==> config.mk <==
export PLATFORM = sky130hd
export DESIGN_NAME = pc_sequencer
export DESIGN_NICKNAME = d
export VERILOG_FILES = /design/src/rtl/mips32_pkg.sv /design/src/rtl/redirect_latch.sv /design/src/rtl/pc_sequencer.sv
export SDC_FILE = /design/constraint.sdc
export NUM_CORES = 1
export LEC_CHECK = 0
export BUFFER_PORTS_ARGS = -buffer_cell sky130_fd_sc_hd__buf_2
export CORE_ASPECT_RATIO = 0.8
export CORE_MARGIN = 2
export CORE_UTILIZATION = 57
export CTS_CLUSTER_SIZE = 10
export DETAILED_ROUTE_END_ITERATION = 8
export PLACE_DENSITY = 0.85
export RECOVER_POWER = 100
export SLEW_MARGIN = 15
export SYNTH_ARGS = -nofsm -noshare
export SYNTH_HDL_FRONTEND = slang
export SYNTH_SLANG_ARGS = --single-unit
==> constraint.sdc <==
create_clock -name clock -period 9.37 [get_ports clock]
set_input_delay 1.874 -clock clock [delete_from_list [all_inputs] [get_ports clock]]
set_output_delay 1.874 -clock clock [all_outputs]
set_load 0.01 [all_outputs]
==> src/rtl/mips32_pkg.sv <==
// Shared types and defaults for the PC sequencer.
// States, reset/exception vectors and redirect causes.
package mips32_pkg;

    typedef enum logic [1:0] {
        BOOT  = 2'd0,
        FETCH = 2'd1,
        WAIT  = 2'd2,
        HOLD  = 2'd3
    } state_t;

    // Numeric order doubles as redirect priority.
    typedef enum logic [1:0] {
        CAUSE_NONE   = 2'd0,
        CAUSE_BRANCH = 2'd1,
        CAUSE_JUMP   = 2'd2,
        CAUSE_EXC    = 2'd3
    } cause_t;

    localparam logic [31:0] RESET_VECTOR_DEF = 32'h0000_0000;
    localparam logic [31:0] EXC_VECTOR_DEF   = 32'h0000_0080;

endpackage

==> src/rtl/redirect_latch.sv <==
// Pending redirect register for the PC sequencer.
// Higher-priority causes overwrite lower ones; cleared on apply.
import mips32_pkg::*;

module redirect_latch #(
    parameter int ADDR_W = 32
) (
    input  logic              clock,
    input  logic              reset,
    input  logic              apply,
    input  cause_t            in_cause,
    input  logic [ADDR_W-1:0] in_target,
    output logic              pend_valid,
    output logic [ADDR_W-1:0] pend_target
);

    cause_t pend_cause;

    // Capture redirects while the PC is not advancing.
    always_ff @(posedge clock or posedge reset) begin
        if (reset) begin
            pend_valid  <= 1'b0;
            pend_cause  <= CAUSE_NONE;
            pend_target <= '0;
        end else if (apply) begin
            pend_valid <= 1'b0;
            pend_cause <= CAUSE_NONE;
        end else if (in_cause != CAUSE_NONE && in_cause >= pend_cause) begin
            pend_valid  <= 1'b1;
            pend_cause  <= in_cause;
            pend_target <= in_target;
        end
    end

endmodule

==> src/rtl/pc_sequencer.sv <==
// Program counter sequencer: fetch FSM, next-PC mux,
// pc/epc registers and redirect arbitration.
import mips32_pkg::*;

module pc_sequencer #(
    parameter int                ADDR_W       = 32,
    parameter logic [ADDR_W-1:0] RESET_VECTOR = RESET_VECTOR_DEF,
    parameter logic [ADDR_W-1:0] EXC_VECTOR   = EXC_VECTOR_DEF
) (
    input  logic              clock,
    input  logic              reset,
    input  logic              stall,
    input  logic              branch_taken,
    input  logic [ADDR_W-1:0] branch_target,
    input  logic              jump,
    input  logic [ADDR_W-1:0] jump_target,
    input  logic              exception,
    input  logic              imem_ready,
    output logic              imem_req,
    output logic              pc_enable,
    output logic [ADDR_W-1:0] nextpc,
    output logic [ADDR_W-1:0] pc_cur,
    output logic              flush,
    output logic [ADDR_W-1:0] epc
);

    state_t            state, state_nx;
    cause_t            in_cause;
    logic [ADDR_W-1:0] in_target;
    logic              advance;
    logic              pend_valid;
    logic [ADDR_W-1:0] pend_target;

    // Pick the highest-priority redirect raised this cycle.
    always_comb begin
        in_cause  = CAUSE_NONE;
        in_target = '0;
        if (exception) begin
            in_cause  = CAUSE_EXC;
            in_target = {EXC_VECTOR[ADDR_W-1:2], 2'b00};
        end else if (jump) begin
            in_cause  = CAUSE_JUMP;
            in_target = {jump_target[ADDR_W-1:2], 2'b00};
        end else if (branch_taken) begin
            in_cause  = CAUSE_BRANCH;
            in_target = {branch_target[ADDR_W-1:2], 2'b00};
        end
    end

    redirect_latch #(.ADDR_W(ADDR_W)) u_latch (
        .clock       (clock),
        .reset       (reset),
        .apply       (advance),
        .in_cause    (in_cause),
        .in_target   (in_target),
        .pend_valid  (pend_valid),
        .pend_target (pend_target)
    );

    // Fetch state register.
    always_ff @(posedge clock or posedge reset) begin
        if (reset) state <= BOOT;
        else       state <= state_nx;
    end

    // Next state, handshake outputs and next-PC selection.
    always_comb begin
        state_nx  = state;
        imem_req  = 1'b0;
        advance   = 1'b0;
        nextpc    = pc_cur + ADDR_W'(4);
        unique case (state)
            BOOT: begin
                state_nx = FETCH;
                nextpc   = pc_cur;
            end
            FETCH, WAIT: begin
                imem_req = 1'b1;
                if (imem_ready) begin
                    advance  = !stall;
                    state_nx = stall ? HOLD : FETCH;
                end else begin
                    state_nx = WAIT;
                end
            end
            HOLD: begin
                if (!stall) state_nx = FETCH;
            end
            default: state_nx = BOOT;
        endcase
        if (state != BOOT) begin
            if (in_cause != CAUSE_NONE) nextpc = in_target;
            else if (pend_valid)        nextpc = pend_target;
        end
    end

    assign pc_enable = advance;
    assign flush     = advance && (in_cause != CAUSE_NONE || pend_valid);

    // PC and exception-PC registers.
    always_ff @(posedge clock or posedge reset) begin
        if (reset) begin
            pc_cur <= RESET_VECTOR;
            epc    <= '0;
        end else begin
            if (advance)   pc_cur <= nextpc;
            if (exception) epc    <= pc_cur;
        end
    end

endmodule

* Yosys cells after proc, flatten, opt, wreduce, memory -nomap -nowiden
Index checks and enable logic that the tools add are counted.
Operators by class: reductions and logical operators 10, mux-type cells 21, bitwise gates (word level) 1, add/sub/neg operators 1, equal/unequal tests 4, order comparisons 1
Operator list (number):
- $mux 32 | 7
- $add 32x3->32 const B | 1
- $mux 2 | 7
- $mux 1 | 6
- $pmux 2 s3 | 1
- $reduce_bool 2->1 | 3
- $eq 2x2->1 const B | 2
- $eq 2x1->1 const B | 1
- $ge 2x2->1 | 1
- $logic_and 1x1->1 | 2
- $logic_not 2->1 | 1
- $ne 2x2->1 const B | 1
- $reduce_and 2->1 | 1
- $reduce_or 2->1 | 1
- $logic_not 1->1 | 1
- $logic_or 1x1->1 | 1
- $not 1->1 | 1
Word-level totals: output and inout port bits 99, flip-flop bits (word level) 101, word-level logic and storage cells 44, input bits 71

* Depth between registers and ports, before layout
Gate-level depths: netlist (run 1).
depth in word-level cells 7, gate-level depth with buffers 12, mapped depth without buffers 8

* Modules after synthesis
From an unflattened synthesis (run 1), not the netlist that was laid out.
Unflattened totals: cells, all modules 625, area, all modules 6079.6 um2
Modules (own cells, without submodules):
- pc_sequencer | seq. area each 1651.6 um2, cells an instance 539, times used 1, area an instance 4662.0 um2
- redirect_latch | seq. area each 875.8 um2, cells an instance 86, times used 1, area an instance 1417.6 um2

* Worst setup path after synthesis (run 1)
Ideal clock, no wire load.
kind input port to output port, from input port branch_taken, to output port nextpc[28], data required time 7.496 ns, cell stages on the path 7, setup slack 4.215 ns, buffers on the path 3, arrival 3.281 ns, path through clkbuf_1 > or3_1 > o21ai_0 > buf_4 > buf_4 > nand3_1 > nand3b_1
On the way: cells in the longest elaborated chain, start to end 6, elaborated cells between the ends (all ways) 9, classes of those cells mux: 8; reduce/logical: 1
Ends and longest elaborated chain:
- start, declared | RTL line pc_sequencer.sv:13 | input logic branch_taken,
- $mux 1 | RTL line pc_sequencer.sv:44 | end else if (branch_taken) begin
- $mux 2 | RTL line pc_sequencer.sv:41 | end else if (jump) begin
- $mux 2 | RTL line pc_sequencer.sv:38 | if (exception) begin
- $reduce_bool 2->1 | RTL line pc_sequencer.sv:92 | if (in_cause != CAUSE_NONE) nextpc = in_target;
- $mux 32 (*) | RTL line pc_sequencer.sv:92
- $mux 32 (*) | RTL line pc_sequencer.sv:91 | if (state != BOOT) begin
- end, declared | RTL line pc_sequencer.sv:21 | output logic [ADDR_W-1:0] nextpc,
Every way passes the cells marked *; elsewhere a longest branch is shown, timed or not.

* Final worst setup path (run 1)
Ends and elaborated chain as after synthesis.

==> results of run 1 <==
flip-flops by register name, summed over array words and instances, names as in the netlist:
signal and cells:
pc_cur 32, u_latch.pend_valid 1, u_latch.pend_cause 2, state 2
u_latch.pend_target 30, epc 32
through the flow:
stage / instances / util
after detailed placement: 865 / 0.678
after floorplan: 607 / -
after global routing: 880 / 0.698
after CTS: 880 / 0.712
after global placement: 865 / 0.678
final: 880 / 0.698
worst max-delay path, stage by stage:
cell      delay [ns]
clkbuf_1        0.44
or3_1           0.51
o21ai_0         0.57
clkbuf_1        0.75
nand3_1         0.20
nand3b_1        0.17
clkbuf_1        0.16
worst max path at each step:
| stage | startpoint | end | slack, ns | depth (start not counted) |
|---|---|---|---|---|
| global route | reset | u_latch.pend_target[15]$_DFFE_PP0P_ | 2.36 | 3 |
| finish | branch_taken | nextpc[28] | 2.82 | 7 |
| floorplan | branch_taken | nextpc[28] | 4.21 | 7 |
| global placement | exception | nextpc[22] | 3.27 | 7 |
| CTS | exception | nextpc[22] | 3.23 | 7 |
| detailed placement | exception | nextpc[22] | 3.23 | 7 |
cell families (layout without fill, tap and decap cells):
logic type | after synthesis | in the layout
xor+xnor | 25 | 25
compound gates | 185 | 185
mux | 51 | 51
flops | 99 | 99
buf+inv | 67 | 204
simple gates | 175 | 175
fa+ha+maj | 5 | 5
cells in the mapped netlist (4+ instances only):
master / number
buf_2: 16
a21boi_0: 6
o22ai_1: 21
nand2b_1: 4
nand2_1: 53
nor2_1: 36
and2_1: 6
mux2_2: 51
a21oi_1: 39
and3_1: 6
a22oi_1: 10
clkbuf_1: 23
a31oi_1: 6
xnor2_1: 18
or3_1: 5
inv_1: 16
o32a_1: 4
nand3b_1: 11
o21ai_0: 44
nand4_1: 13
nand3_1: 16
nor3_1: 7
dfrtp_1: 99
xor2_1: 7
o31a_1: 4
ha_1: 5
a32oi_1: 11
buf_1: 7
a21o_1: 13
placed cells by master (no fill, tap or decap), types with 4 or more instances in the layout:
master / count
o22ai_1: 21
nand2_1: 53
a21boi_0: 6
xnor2_1: 18
a31oi_1: 6
nand2b_1: 4
nand3b_1: 11
o21ai_0: 46
o32a_1: 4
a32oi_1: 11
nand3_1: 16
nor3_1: 7
inv_1: 16
dfrtp_1: 99
clkbuf_1: 102
buf_4: 4
and3_1: 6
mux2_2: 51
and2_1: 4
buf_2: 67
o31a_1: 4
or3_1: 5
a21o_1: 13
nand4_1: 13
xor2_1: 7
a21oi_1: 39
a22oi_1: 10
ha_1: 5
clkbuf_16: 9
nor2_1: 35
layer usage:
metal	global-route usage	vias up	wire, um
li1	-	2497	-
met1	0.400	2675	6640
met2	0.499	300	7790
met3	0.0761	37	1450
met4	0.123	0	500
met5	0	-	0
layout make-up:
class                   instances  area share
repair buffers                172       0.110
well taps                     136      0.0250
flip-flops and latches         99       0.365
clock inverters                 5      0.0151
inverters                      17     0.00957
clock buffers                  10      0.0337
multi-input cells             441       0.442
power by group:
group	internal (uW)	total [uW]	switching, uW	leakage [uW]
logic	317	783	466	0.00148
clock network	259	420	161	0.000159
registers	605	813	208	0.00129
total	1180	2020	835	0.00292
==> results_tabular.tex, run 1 <==
\begin{tabular}{lr}
\hline
Metric & Value \\
\hline
\multicolumn{2}{l}{\textbf{Outcome}} \\
Result of the run & finished with violations \\
Violated checks & max-capacitance violations, max-slew violations \\
\multicolumn{2}{l}{\textbf{Clocking}} \\
Buffers from clock root to sink, at most & 2 \\
Clock transition at the register clock pins on the worst setup and hold paths after CTS & 0.07 ns \\
Post-CTS sizing & 0 \\
CTS tree & built \\
Number of hold buffers added after CTS & 0 \\
Maximum level of the CTS H-tree & 3 \\
Setup Buffers After CTS & 0 \\
Num Clock Sinks & 99 \\
Cell at the root of the clock tree & clkbuf\_16 \\
Number of buffers inserted during clock tree synthesis & 9 \\
Worst skew pair latency & 0.35 ns \\
\multicolumn{2}{l}{\textbf{Power}} \\
Overall Power & 2020 uW \\
Total power per unit cell area & 297 nW/um\^{}2 \\
Total leakage power & 0.00292 uW \\
Highest ir drop seen on vdd & 0.197 mV \\
\multicolumn{2}{l}{\textbf{Timing}} \\
Slew at the pin closest to its max-slew limit & 4.09 ns \\
Final worst hold slack & 0.486 ns \\
Post-layout min period & 6.55 ns \\
Top achievable clock speed & 153 MHz \\
Total setup violations reported at the end of the flow & 0 \\
Final Hold Vio Count & 0 \\
Final setup margin & 2.82 ns \\
Slew Limit Fails & 76 \\
Worst rel slew slack & -1.73 \\
Share of the clock period used by the worst path & 0.699 \\
Final sum of negative setup slack & 0 ns \\
Unrepaired setup endpoints after global routing & no \\
Clock Skews & 0.00722 ns \\
\multicolumn{2}{l}{\textbf{Die}} \\
Die Outline Area & 10900 um\^{}2 \\
X dimension of the die & 116 um \\
Effective utilization at floorplan & 0.592 \\
Boundary Pins & 170 \\
Number of cell rows & 32 \\
Core Footprint & 9730 um\^{}2 \\
Die boundary height & 93.9 um \\
\multicolumn{2}{l}{\textbf{Global route}} \\
Vias in the first global route & 5276 \\
Number of antenna violations at the first check in global routing & 0 \\
Total track usage & 0.309 \\
Wire length of the first global-routing pass & 25.9 mm \\
Pin count of the biggest net entering global routing & 76 \\
Grt ovf & 0 \\
\multicolumn{2}{l}{\textbf{Worst setup path}} \\
Type of element capturing the critical path & primary output \\
Nature of the critical path startpoint & input pin \\
R2r startpoint & state[0]\$\_DFFE\_PP0P\_ \\
Reg-to-reg endpoint & u\_latch.pend\_target[14]\$\_DFFE\_PP0P\_ \\
Data arrival time of the critical path & 4.68 ns \\
Slack of the worst reg-to-reg path & 5.39 ns \\
Data required, critical path & 7.50 ns \\
Number of cell instances on the worst register-to-register path & 8 \\
Worst Path Class, Setup & in -> out \\
Max FO, Critical Path & 25 \\
\multicolumn{2}{l}{\textbf{Placement}} \\
Quantity of I/O buffers inserted on ports & 165 \\
Placed cell areas & 6600 um\^{}2 \\
Final weighted congestion in routability-driven placement & 0.845 \\
Worst slack, placed & 3.23 ns \\
DP Wirelength & 11.5 mm \\
\multicolumn{2}{l}{\textbf{Min path}} \\
Hold Path Cell Cnt & 2 \\
Worst hold endpoint & u\_latch.pend\_target[20]\$\_DFFE\_PP0P\_ \\
Worst min-delay path class & reg -> reg \\
Worst Min Path Start & u\_latch.pend\_target[20]\$\_DFFE\_PP0P\_ \\
\multicolumn{2}{l}{\textbf{Logic synthesis}} \\
Largest cells by area after synthesis & dfrtp\_1 43\%, mux2\_2 10\%, o21ai\_0 3.8\% \\
Ys async rst share & 1.00 \\
Mean area per synthesized cell & 9.49 um\^{}2 \\
Post-synthesis xor/xnor area fraction & 0.0380 \\
Proportion of synthesized chip area in sequential cells & 0.430 \\
Area leader, netlist & dfrtp\_1 \\
Area share of fa/ha/maj cells after synthesis & 0.0109 \\
Total standard cell area after synthesis & 5760 um\^{}2 \\
Post-synthesis simple-gate area fraction & 0.164 \\
Total number of yosys warnings & 0 \\
Count of unique library cells instantiated by Yosys & 58 \\
Dominant synthesized flop cell & dfrtp\_1 \\
Syn nets & 683 \\
EDFF count, synth & 0 \\
Main combinational cell family by area after synthesis & compound AO/OA/AOI/OAI gates \\
Proportion of synthesized area in mux cells & 0.0997 \\
Count of mapped cells out of synthesis & 607 \\
Synthesized-area fraction occupied by ao, oa, aoi and oai cells & 0.208 \\
Area share of the leading cell type in the synthesized netlist & 0.430 \\
Synth Register Bits & 99 \\
\multicolumn{2}{l}{\textbf{Cells and area}} \\
Final nets & 816 \\
Multi-input logic area & 3010 um\^{}2 \\
Final design area excluding fillers & 6800 um\^{}2 \\
Filler cell count & 807 \\
Area taken by flip-flops and latches & 2480 um\^{}2 \\
Fraction of final layout cells with drive strength greater than 1 & 0.195 \\
Post-synthesis to final-layout area growth & 18.0\% \\
Number of antenna repair diodes & 0 \\
\multicolumn{2}{l}{\textbf{Routing}} \\
Via-per-instance ratio & 6.26 \\
Detailed-router iteration count before antenna repair & 5 \\
Iteration-0 DRC count of the detailed router & 409 \\
Post-detailed-route DRC marker count & 0 \\
Routed WL per cell & 18.6 um \\
Total number of vias & 5509 \\
ANT nets after route & 0 \\
Drt total wl & 16.4 mm \\
\multicolumn{2}{l}{\textbf{Flow run}} \\
Number of maximum-capacitance violations & 1 \\
\hline
\end{tabular}
Note: power is estimated with default switching activity, not from simulation.
==> run 2, diff against run 1 <==
- CORE_UTILIZATION: 57 -> 52
- PLACE_DENSITY: 0.85 -> 0.78
- clock period: 9.37 -> 6.55 ns (I/O delays scaled with it)
==> run 2 against run 1 <==
Net effect:
- the run still ends with max-capacitance violations, max-slew violations left
- largest power group unchanged
- sequential share of layout area fell by 0.16 points
- clock skew barely moved
- register-to-register slack got worse by 2.1 ns
- power rose by 44%
- first-iteration DRC count rose by 7.8%
- flip-flop and latch count did not move
- worst setup slack got worse by 1.6 ns
- wire length rose by 0.29%
- critical path depth fell by 2
- critical endpoint is now nextpc[5]
- sequential power rose by 44%
- combinational power rose by 43%
- final cell count rose by 1.0%
==> results_tabular.tex, run 2 (same netlist as run 1, synthesis figures left out) <==
\begin{tabular}{lr}
\hline
Metric & Value \\
\hline
\multicolumn{2}{l}{\textbf{Outcome}} \\
Result of the run & finished with violations (unchanged) \\
Violated checks & max-capacitance violations, max-slew violations (unchanged) \\
\multicolumn{2}{l}{\textbf{Timing}} \\
Worst rel slew slack & -0.157 (was -1.73) \\
Unrepaired setup endpoints after global routing & no (unchanged) \\
Slew at the pin closest to its max-slew limit & 1.73 ns (was 4.09 ns) \\
Share of the clock period used by the worst path & 0.817 \\
Post-layout min period & 5.35 ns \\
Slew Limit Fails & 74 (was 76) \\
Clock Skews & 0.00718 ns (was 0.00722 ns) \\
Final Hold Vio Count & 0 (unchanged) \\
Top achievable clock speed & 187 MHz \\
Final sum of negative setup slack & 0 ns (unchanged) \\
Final worst hold slack & 0.486 ns (about the same) \\
Total setup violations reported at the end of the flow & 0 (unchanged) \\
\multicolumn{2}{l}{\textbf{Min path}} \\
Worst min-delay path class & reg -> reg (unchanged) \\
Worst Min Path Start & u\_latch.pend\_target[24]\$\_DFFE\_PP0P\_ (was u\_latch.pend\_target[20]\$\_DFFE\_PP0P\_) \\
\multicolumn{2}{l}{\textbf{Routing}} \\
Drt total wl & 16.4 mm (about the same) \\
Iteration-0 DRC count of the detailed router & 441 (was 409) \\
Detailed-router iteration count before antenna repair & 5 (unchanged) \\
Total number of vias & 5437 (was 5509) \\
ANT nets after route & 0 (unchanged) \\
Routed WL per cell & 18.5 um (was 18.6 um) \\
Post-detailed-route DRC marker count & 0 (unchanged) \\
Via-per-instance ratio & 6.12 (was 6.26) \\
\multicolumn{2}{l}{\textbf{Worst setup path}} \\
Standard cell with the maximum stage delay on the critical path & clkbuf\_1 (unchanged) \\
Data arrival time of the critical path & 4.04 ns (was 4.68 ns) \\
Type of element capturing the critical path & primary output (unchanged) \\
Data required, critical path & 5.24 ns (was 7.50 ns) \\
Setup crit start & jump (was branch\_taken) \\
Cell-by-cell listing of the critical path & clkbuf\_1 > nor4\_1 > nor2\_4 > o21ai\_0 > clkbuf\_1 (was clkbuf\_1 > or3\_1 > o21ai\_0 > clkbuf\_1 > nand3\_1 > nand3b\_1 > clkbuf\_1) \\
Delay of the slowest critical-path stage & 0.91 ns (was 0.75 ns) \\
Cell with the most instances on the worst path & clkbuf\_1 (unchanged) \\
Max FO, Critical Path & 53 (was 25) \\
Worst Path Class, Setup & in -> out (unchanged) \\
Nature of the critical path startpoint & input pin (unchanged) \\
R2r startpoint & state[0]\$\_DFFE\_PP0P\_ (unchanged) \\
\multicolumn{2}{l}{\textbf{Cells and area}} \\
Biggest registers after layout & epc x32, pc\_cur x32, u\_latch.pend\_target x30 (unchanged) \\
Final nets & 816 (unchanged) \\
Filler cell count & 993 (was 807) \\
Post-synthesis to final-layout area growth & 18.5\% (was 18.0\%) \\
Fraction of final layout cells with drive strength greater than 1 & 0.197 (was 0.195) \\
Number of antenna repair diodes & 0 (unchanged) \\
Commonest non-fill, non-tap cell in the layout & clkbuf\_1 (unchanged) \\
Most used cells in the layout excluding fill and tap cells & 101 x clkbuf\_1, 99 x dfrtp\_1, 67 x buf\_2, 53 x nand2\_1, 51 x mux2\_2 (was 102 x clkbuf\_1, 99 x dfrtp\_1, 67 x buf\_2, 53 x nand2\_1, 51 x mux2\_2) \\
\multicolumn{2}{l}{\textbf{Clocking}} \\
Clock transition at the register clock pins on the worst setup and hold paths after CTS & 0.07 ns (about the same) \\
Number of hold buffers added after CTS & 0 (unchanged) \\
CTS tree & built (unchanged) \\
Buffers from clock root to sink, at most & 2 (unchanged) \\
Worst skew pair latency & 0.34 ns (was 0.35 ns) \\
Setup Buffers After CTS & 0 (unchanged) \\
Number of buffers inserted during clock tree synthesis & 9 (unchanged) \\
Num Clock Sinks & 99 (unchanged) \\
Maximum level of the CTS H-tree & 3 (unchanged) \\
Cell at the root of the clock tree & clkbuf\_16 (unchanged) \\
Post-CTS sizing & 0 (unchanged) \\
\multicolumn{2}{l}{\textbf{Global route}} \\
Vias in the first global route & 5205 (was 5276) \\
Number of antenna violations at the first check in global routing & 0 (unchanged) \\
Wire length of the first global-routing pass & 26.0 mm (was 25.9 mm) \\
Pin count of the biggest net entering global routing & 63 (was 76) \\
Grt ovf & 0 (unchanged) \\
Total track usage & 0.274 (was 0.309) \\
\multicolumn{2}{l}{\textbf{Die}} \\
Boundary Pins & 170 (unchanged) \\
Die Outline Area & 11900 um\^{}2 (was 10900 um\^{}2) \\
Die boundary height & 98.1 um (was 93.9 um) \\
Number of cell rows & 34 (was 32) \\
Effective utilization at floorplan & 0.531 (was 0.592) \\
Core Footprint & 10800 um\^{}2 (was 9730 um\^{}2) \\
X dimension of the die & 122 um (was 116 um) \\
\multicolumn{2}{l}{\textbf{Power}} \\
Highest ir drop seen on vdd & 0.255 mV (was 0.197 mV) \\
Total power per unit cell area & 424 nW/um\^{}2 (was 297 nW/um\^{}2) \\
Total leakage power & 0.00293 uW (was 0.00292 uW) \\
\multicolumn{2}{l}{\textbf{Placement}} \\
DP Wirelength & 11.6 mm (was 11.5 mm) \\
Quantity of I/O buffers inserted on ports & 165 (unchanged) \\
Final weighted congestion in routability-driven placement & 0.860 (was 0.845) \\
\multicolumn{2}{l}{\textbf{Flow run}} \\
Number of maximum-capacitance violations & 2 (was 1) \\
\hline
\end{tabular}
## run 2: area by class of cell
class / count / area [um^2] / share of cell area
Clock inverter: 4 / 97.6 / 0.0143
Inverter: 17 / 65.1 / 0.00953
Timing Repair Buffer: 172 / 752 / 0.110
Multi-Input combinational cell: 441 / 3010 / 0.441
Sequential cell: 99 / 2480 / 0.363
Clock buffer: 12 / 246 / 0.0361
Tap cell: 144 / 180 / 0.0264
## run 2: where the power goes
| group | switching [uW] | internal [uW] | total, uW |
|---|---|---|---|
| combinational | 660 | 458 | 1120 |
| sequential | 300 | 865 | 1170 |
| clock | 228 | 384 | 612 |
## run 2: metal layers
layer | vias to the layer above | wire length [um] | track usage | share of wire
li1 | 2494 | - | - | -
met1 | 2662 | 7100 | 0.373 | 0.43
met2 | 244 | 7650 | 0.427 | 0.47
met3 | 37 | 1160 | 0.0590 | 0.071
met4 | 0 | 514 | 0.117 | 0.031
met5 | - | 0 | 0 | 0
## run 2: stage by stage
step / area (um^2) / utilization / instances / power (uW) / setup WS, ns
CTS: 6950 / 0.641 / 889 / 2950 / 1.68
global placement: 6610 / 0.609 / 873 / 2270 / 1.78
floorplan: 5760 / - / 607 / 1890 / 2.52
detailed placement: 6610 / 0.609 / 873 / 2330 / 1.70
global route: 6830 / 0.629 / 889 / 3070 / 0.884
finish: 6830 / 0.629 / 889 / 2900 / 1.20
## run 2: path summary, 6_finish.rpt
| path | endpoint | slack, ns | depth (start not counted) |
|---|---|---|---|
| max in group asynchronous | pc_cur[12]$_DFFE_PP0P_ | 3.68 | 3 |
| max reg2reg | u_latch.pend_target[31]$_DFFE_PP0P_ | 3.29 | 8 |
| max | nextpc[5] | 1.20 | 5 |
| min | u_latch.pend_target[24]$_DFFE_PP0P_ | 0.49 | 2 |
| min in group asynchronous | epc[9]$_DFFE_PP0P_ | 1.39 | 2 |
| min reg2reg | u_latch.pend_target[24]$_DFFE_PP0P_ | 0.49 | 2 |
## run 2: critical path: cells and delay by family
family                 cells  cell delay, ns
buffers and inverters      2            1.13
AOI/OAI and AO/OA          1            0.44
and+or+nand+nor            2            1.14
==> run 3, diff against run 2 <==
- ABC_AREA: default -> 1
- CORE_UTILIZATION: 52 -> 47
- PLACE_DENSITY: 0.78 -> 0.75
- clock period: 6.55 -> 4.4 ns (I/O delays scaled with it)
==> run 3 against run 2 <==
Net effect:
- the run still ends with max-capacitance violations, max-slew violations left
- clock skew shrank 0.0019 ns
- cell area shrank 2.2%
- final cell count grew 22%
==> results_tabular.tex, run 3 <==
\begin{tabular}{lr}
\hline
Metric & Value \\
\hline
\multicolumn{2}{l}{\textbf{Cells and area}} \\
Final design area excluding fillers & 6680 um\^{}2 (was 6830 um\^{}2) \\
Filler cell count & 1211 (was 993) \\
Number of antenna repair diodes & 0 (unchanged) \\
Biggest registers after layout & epc x32, pc\_cur x32, u\_latch.pend\_target x30 (unchanged) \\
Commonest non-fill, non-tap cell in the layout & nand2\_1 (was clkbuf\_1) \\
Most used cells in the layout excluding fill and tap cells & 363 x nand2\_1, 99 x dfrtp\_1, 99 x clkbuf\_1, 90 x o21ai\_0, 68 x buf\_2 (was 101 x clkbuf\_1, 99 x dfrtp\_1, 67 x buf\_2, 53 x nand2\_1, 51 x mux2\_2) \\
Fraction of final layout cells with drive strength greater than 1 & 0.113 (was 0.197) \\
Final nets & 1012 (was 816) \\
Post-synthesis to final-layout area growth & 18.7\% (was 18.5\%) \\
Number of standard cells in the layout, taps in and fillers out & 1089 (was 889) \\
\multicolumn{2}{l}{\textbf{Power}} \\
Psw & 1720 uW (was 1190 uW) \\
Switching fraction of total power & 0.439 (was 0.410) \\
Overall Power & 3920 uW (was 2900 uW) \\
Fraction of power consumed by combinational cells & 0.384 (was 0.386) \\
Register share of total power & 0.403 (was 0.402) \\
Total power per unit cell area & 587 nW/um\^{}2 (was 424 nW/um\^{}2) \\
Total leakage power & 0.00336 uW (was 0.00293 uW) \\
Clk pwr share & 0.212 (was 0.211) \\
Cell internal pwr & 2200 uW (was 1710 uW) \\
Highest ir drop seen on vdd & 0.452 mV (was 0.255 mV) \\
\multicolumn{2}{l}{\textbf{Global route}} \\
Number of antenna violations at the first check in global routing & 0 (unchanged) \\
Wire length of the first global-routing pass & 26.9 mm (was 26.0 mm) \\
Total track usage & 0.266 (was 0.274) \\
Pin count of the biggest net entering global routing & 74 (was 63) \\
Vias in the first global route & 5280 (was 5205) \\
Grt ovf & 0 (unchanged) \\
\multicolumn{2}{l}{\textbf{Logic synthesis}} \\
Total number of yosys warnings & 0 (unchanged) \\
Area share of the leading cell type in the synthesized netlist & 0.440 (was 0.430) \\
Total standard cell area after synthesis & 5630 um\^{}2 (was 5760 um\^{}2) \\
Most instantiated library cell after synthesis & nand2\_1 (was dfrtp\_1) \\
EDFF count, synth & 0 (unchanged) \\
Count of unique library cells instantiated by Yosys & 40 (was 58) \\
Area leader, netlist & dfrtp\_1 (unchanged) \\
Largest cells by area after synthesis & dfrtp\_1 44\%, nand2\_1 24\%, o21ai\_0 7.1\% (was dfrtp\_1 43\%, mux2\_2 10\%, o21ai\_0 3.8\%) \\
Mean area per synthesized cell & 7.10 um\^{}2 (was 9.49 um\^{}2) \\
Proportion of synthesized chip area in sequential cells & 0.440 (was 0.430) \\
Most frequent cells after synthesis & 362 x nand2\_1, 99 x dfrtp\_1, 80 x o21ai\_0 (was 99 x dfrtp\_1, 53 x nand2\_1, 51 x mux2\_2) \\
Dominant synthesized flop cell & dfrtp\_1 (unchanged) \\
Count of mapped cells out of synthesis & 792 (was 607) \\
Ys async rst share & 1.00 (unchanged) \\
Syn nets & 868 (was 683) \\
Synth Register Bits & 99 (unchanged) \\
\multicolumn{2}{l}{\textbf{Die}} \\
Core Footprint & 11600 um\^{}2 (was 10800 um\^{}2) \\
Number of cell rows & 35 (was 34) \\
X dimension of the die & 126 um (was 122 um) \\
Boundary Pins & 170 (unchanged) \\
Effective utilization at floorplan & 0.485 (was 0.531) \\
Die Outline Area & 12900 um\^{}2 (was 11900 um\^{}2) \\
Die boundary height & 102 um (was 98.1 um) \\
\multicolumn{2}{l}{\textbf{Placement}} \\
Placed cell areas & 6520 um\^{}2 (was 6610 um\^{}2) \\
Final weighted congestion in routability-driven placement & 0.963 (was 0.860) \\
Quantity of I/O buffers inserted on ports & 165 (unchanged) \\
Number of placed cells counting well taps & 1073 (was 873) \\
DP Wirelength & 11.9 mm (was 11.6 mm) \\
\multicolumn{2}{l}{\textbf{Worst setup path}} \\
Max FO, Critical Path & 27 (was 53) \\
Delay of the slowest critical-path stage & 0.35 ns (was 0.91 ns) \\
Cell with the most instances on the worst path & nand2\_1 (was clkbuf\_1) \\
Type of element capturing the critical path & primary output (unchanged) \\
Nature of the critical path startpoint & input pin (unchanged) \\
Cell-by-cell listing of the critical path & buf\_2 > inv\_2 > nand2\_1 > nor2\_1 > nand2\_1 > nand2\_4 > inv\_1 > o21ai\_0 > clkbuf\_1 (was clkbuf\_1 > nor4\_1 > nor2\_4 > o21ai\_0 > clkbuf\_1) \\
Worst Path Class, Setup & in -> out (unchanged) \\
Data required, critical path & 3.52 ns (was 5.24 ns) \\
Data arrival time of the critical path & 2.99 ns (was 4.04 ns) \\
Standard cell with the maximum stage delay on the critical path & o21ai\_0 (was clkbuf\_1) \\
\multicolumn{2}{l}{\textbf{Timing}} \\
Unrepaired setup endpoints after global routing & no (unchanged) \\
Slew Limit Fails & 74 (unchanged) \\
Final sum of negative setup slack & 0 ns (unchanged) \\
Top achievable clock speed & 258 MHz \\
Clock Skews & 0.00527 ns (was 0.00718 ns) \\
Final Hold Vio Count & 0 (unchanged) \\
Worst rel slew slack & -0.843 (was -0.157) \\
Share of the clock period used by the worst path & 0.880 \\
Final worst hold slack & 0.479 ns (was 0.486 ns) \\
Slew at the pin closest to its max-slew limit & 2.76 ns (was 1.73 ns) \\
Total setup violations reported at the end of the flow & 0 (unchanged) \\
Post-layout min period & 3.87 ns \\
\multicolumn{2}{l}{\textbf{Min path}} \\
Worst min-delay path class & reg -> reg (unchanged) \\
\multicolumn{2}{l}{\textbf{Clocking}} \\
CTS tree & built (unchanged) \\
Worst skew pair latency & 0.35 ns (was 0.34 ns) \\
Clock transition at the register clock pins on the worst setup and hold paths after CTS & 0.07 ns (about the same) \\
Maximum level of the CTS H-tree & 3 (unchanged) \\
Number of buffers inserted during clock tree synthesis & 9 (unchanged) \\
Number of hold buffers added after CTS & 0 (unchanged) \\
Post-CTS sizing & 0 (unchanged) \\
Buffers from clock root to sink, at most & 2 (unchanged) \\
Cell at the root of the clock tree & clkbuf\_16 (unchanged) \\
Num Clock Sinks & 99 (unchanged) \\
Setup Buffers After CTS & 0 (unchanged) \\
\multicolumn{2}{l}{\textbf{Routing}} \\
Post-detailed-route DRC marker count & 0 (unchanged) \\
ANT nets after route & 0 (unchanged) \\
Total number of vias & 5688 (was 5437) \\
Iteration-0 DRC count of the detailed router & 502 (was 441) \\
Detailed-router iteration count before antenna repair & 5 (unchanged) \\
Drt total wl & 16.4 mm (about the same) \\
Routed WL per cell & 15.0 um (was 18.5 um) \\
Via-per-instance ratio & 5.22 (was 6.12) \\
\multicolumn{2}{l}{\textbf{Flow run}} \\
Number of maximum-capacitance violations & 1 (was 2) \\
\multicolumn{2}{l}{\textbf{Outcome}} \\
Result of the run & finished with violations (unchanged) \\
Violated checks & max-capacitance violations, max-slew violations (unchanged) \\
\hline
\end{tabular}
==> run 3: layer usage <==
layer,global-route usage,wire length (um),up-vias
met2,0.404,6990,228
met1,0.383,7600,2606
met5,0,0,-
met3,0.0644,1490,23
li1,-,-,2831
met4,0.0778,313,0
==> run 3: cell type report <==
cell class	count	area, um^2	share of cell area
clock buffer	11	253	0.0379
sequential	99	2480	0.371
inverter	56	210	0.0315
tap	148	185	0.0277
multi-input combinational	598	2730	0.409
clock inverter	5	60.1	0.00900
timing repair buffer	172	759	0.114
==> run 3: final timing paths <==
check | start | to | slack [ns] | cells past startpoint
max | exception | nextpc[12] | 0.53 | 9
min | epc[4]$_DFFE_PP0P_ | epc[4]$_DFFE_PP0P_ | 0.48 | 2
max reg2reg | state[0]$_DFFE_PP0P_ | u_latch.pend_target[26]$_DFFE_PP0P_ | 1.86 | 8
min reg2reg | epc[4]$_DFFE_PP0P_ | epc[4]$_DFFE_PP0P_ | 0.48 | 2
max in group asynchronous | reset | epc[8]$_DFFE_PP0P_ | 1.19 | 3
min in group asynchronous | reset | u_latch.pend_target[9]$_DFFE_PP0P_ | 1.50 | 2
==> run 3: power by group through the flow <==
| stage | clock network, uW | logic [uW] | registers, uW |
|---|---|---|---|
| 2_1_floorplan | 0 | 917 | 1600 |
| 3_3_place_gp | 0 | 1580 | 1560 |
| 3_5_place_dp | 0 | 1610 | 1570 |
| 4_1_cts | 839 | 1610 | 1560 |
| 5_1_grt | 878 | 1710 | 1630 |
| 6_report | 831 | 1510 | 1580 |
==> run 3: critical path, delay by kind of cell <==
kind,cells,cell delay [ns]
buf+inv,4,0.92
compound gates,1,0.35
simple gates,4,0.84
==> run 3: kinds of logic after synthesis <==
| group | count (synthesis) | share of synthesized area |
|---|---|---|
| compound gates | 131 | 0.139 |
| fa+ha+maj | 5 | 0.0111 |
| simple gates | 457 | 0.331 |
| xor+xnor | 5 | 0.00778 |
| flops | 99 | 0.440 |
| buf+inv | 95 | 0.0705 |
==> run 3: per-stage QoR <==
step	worst slack, ns	utilization
6_report	0.529	0.575
5_1_grt	0.284	0.575
4_1_cts	0.715	0.589
3_5_place_dp	0.726	0.562
3_3_place_gp	0.729	0.562
2_1_floorplan	0.930	-
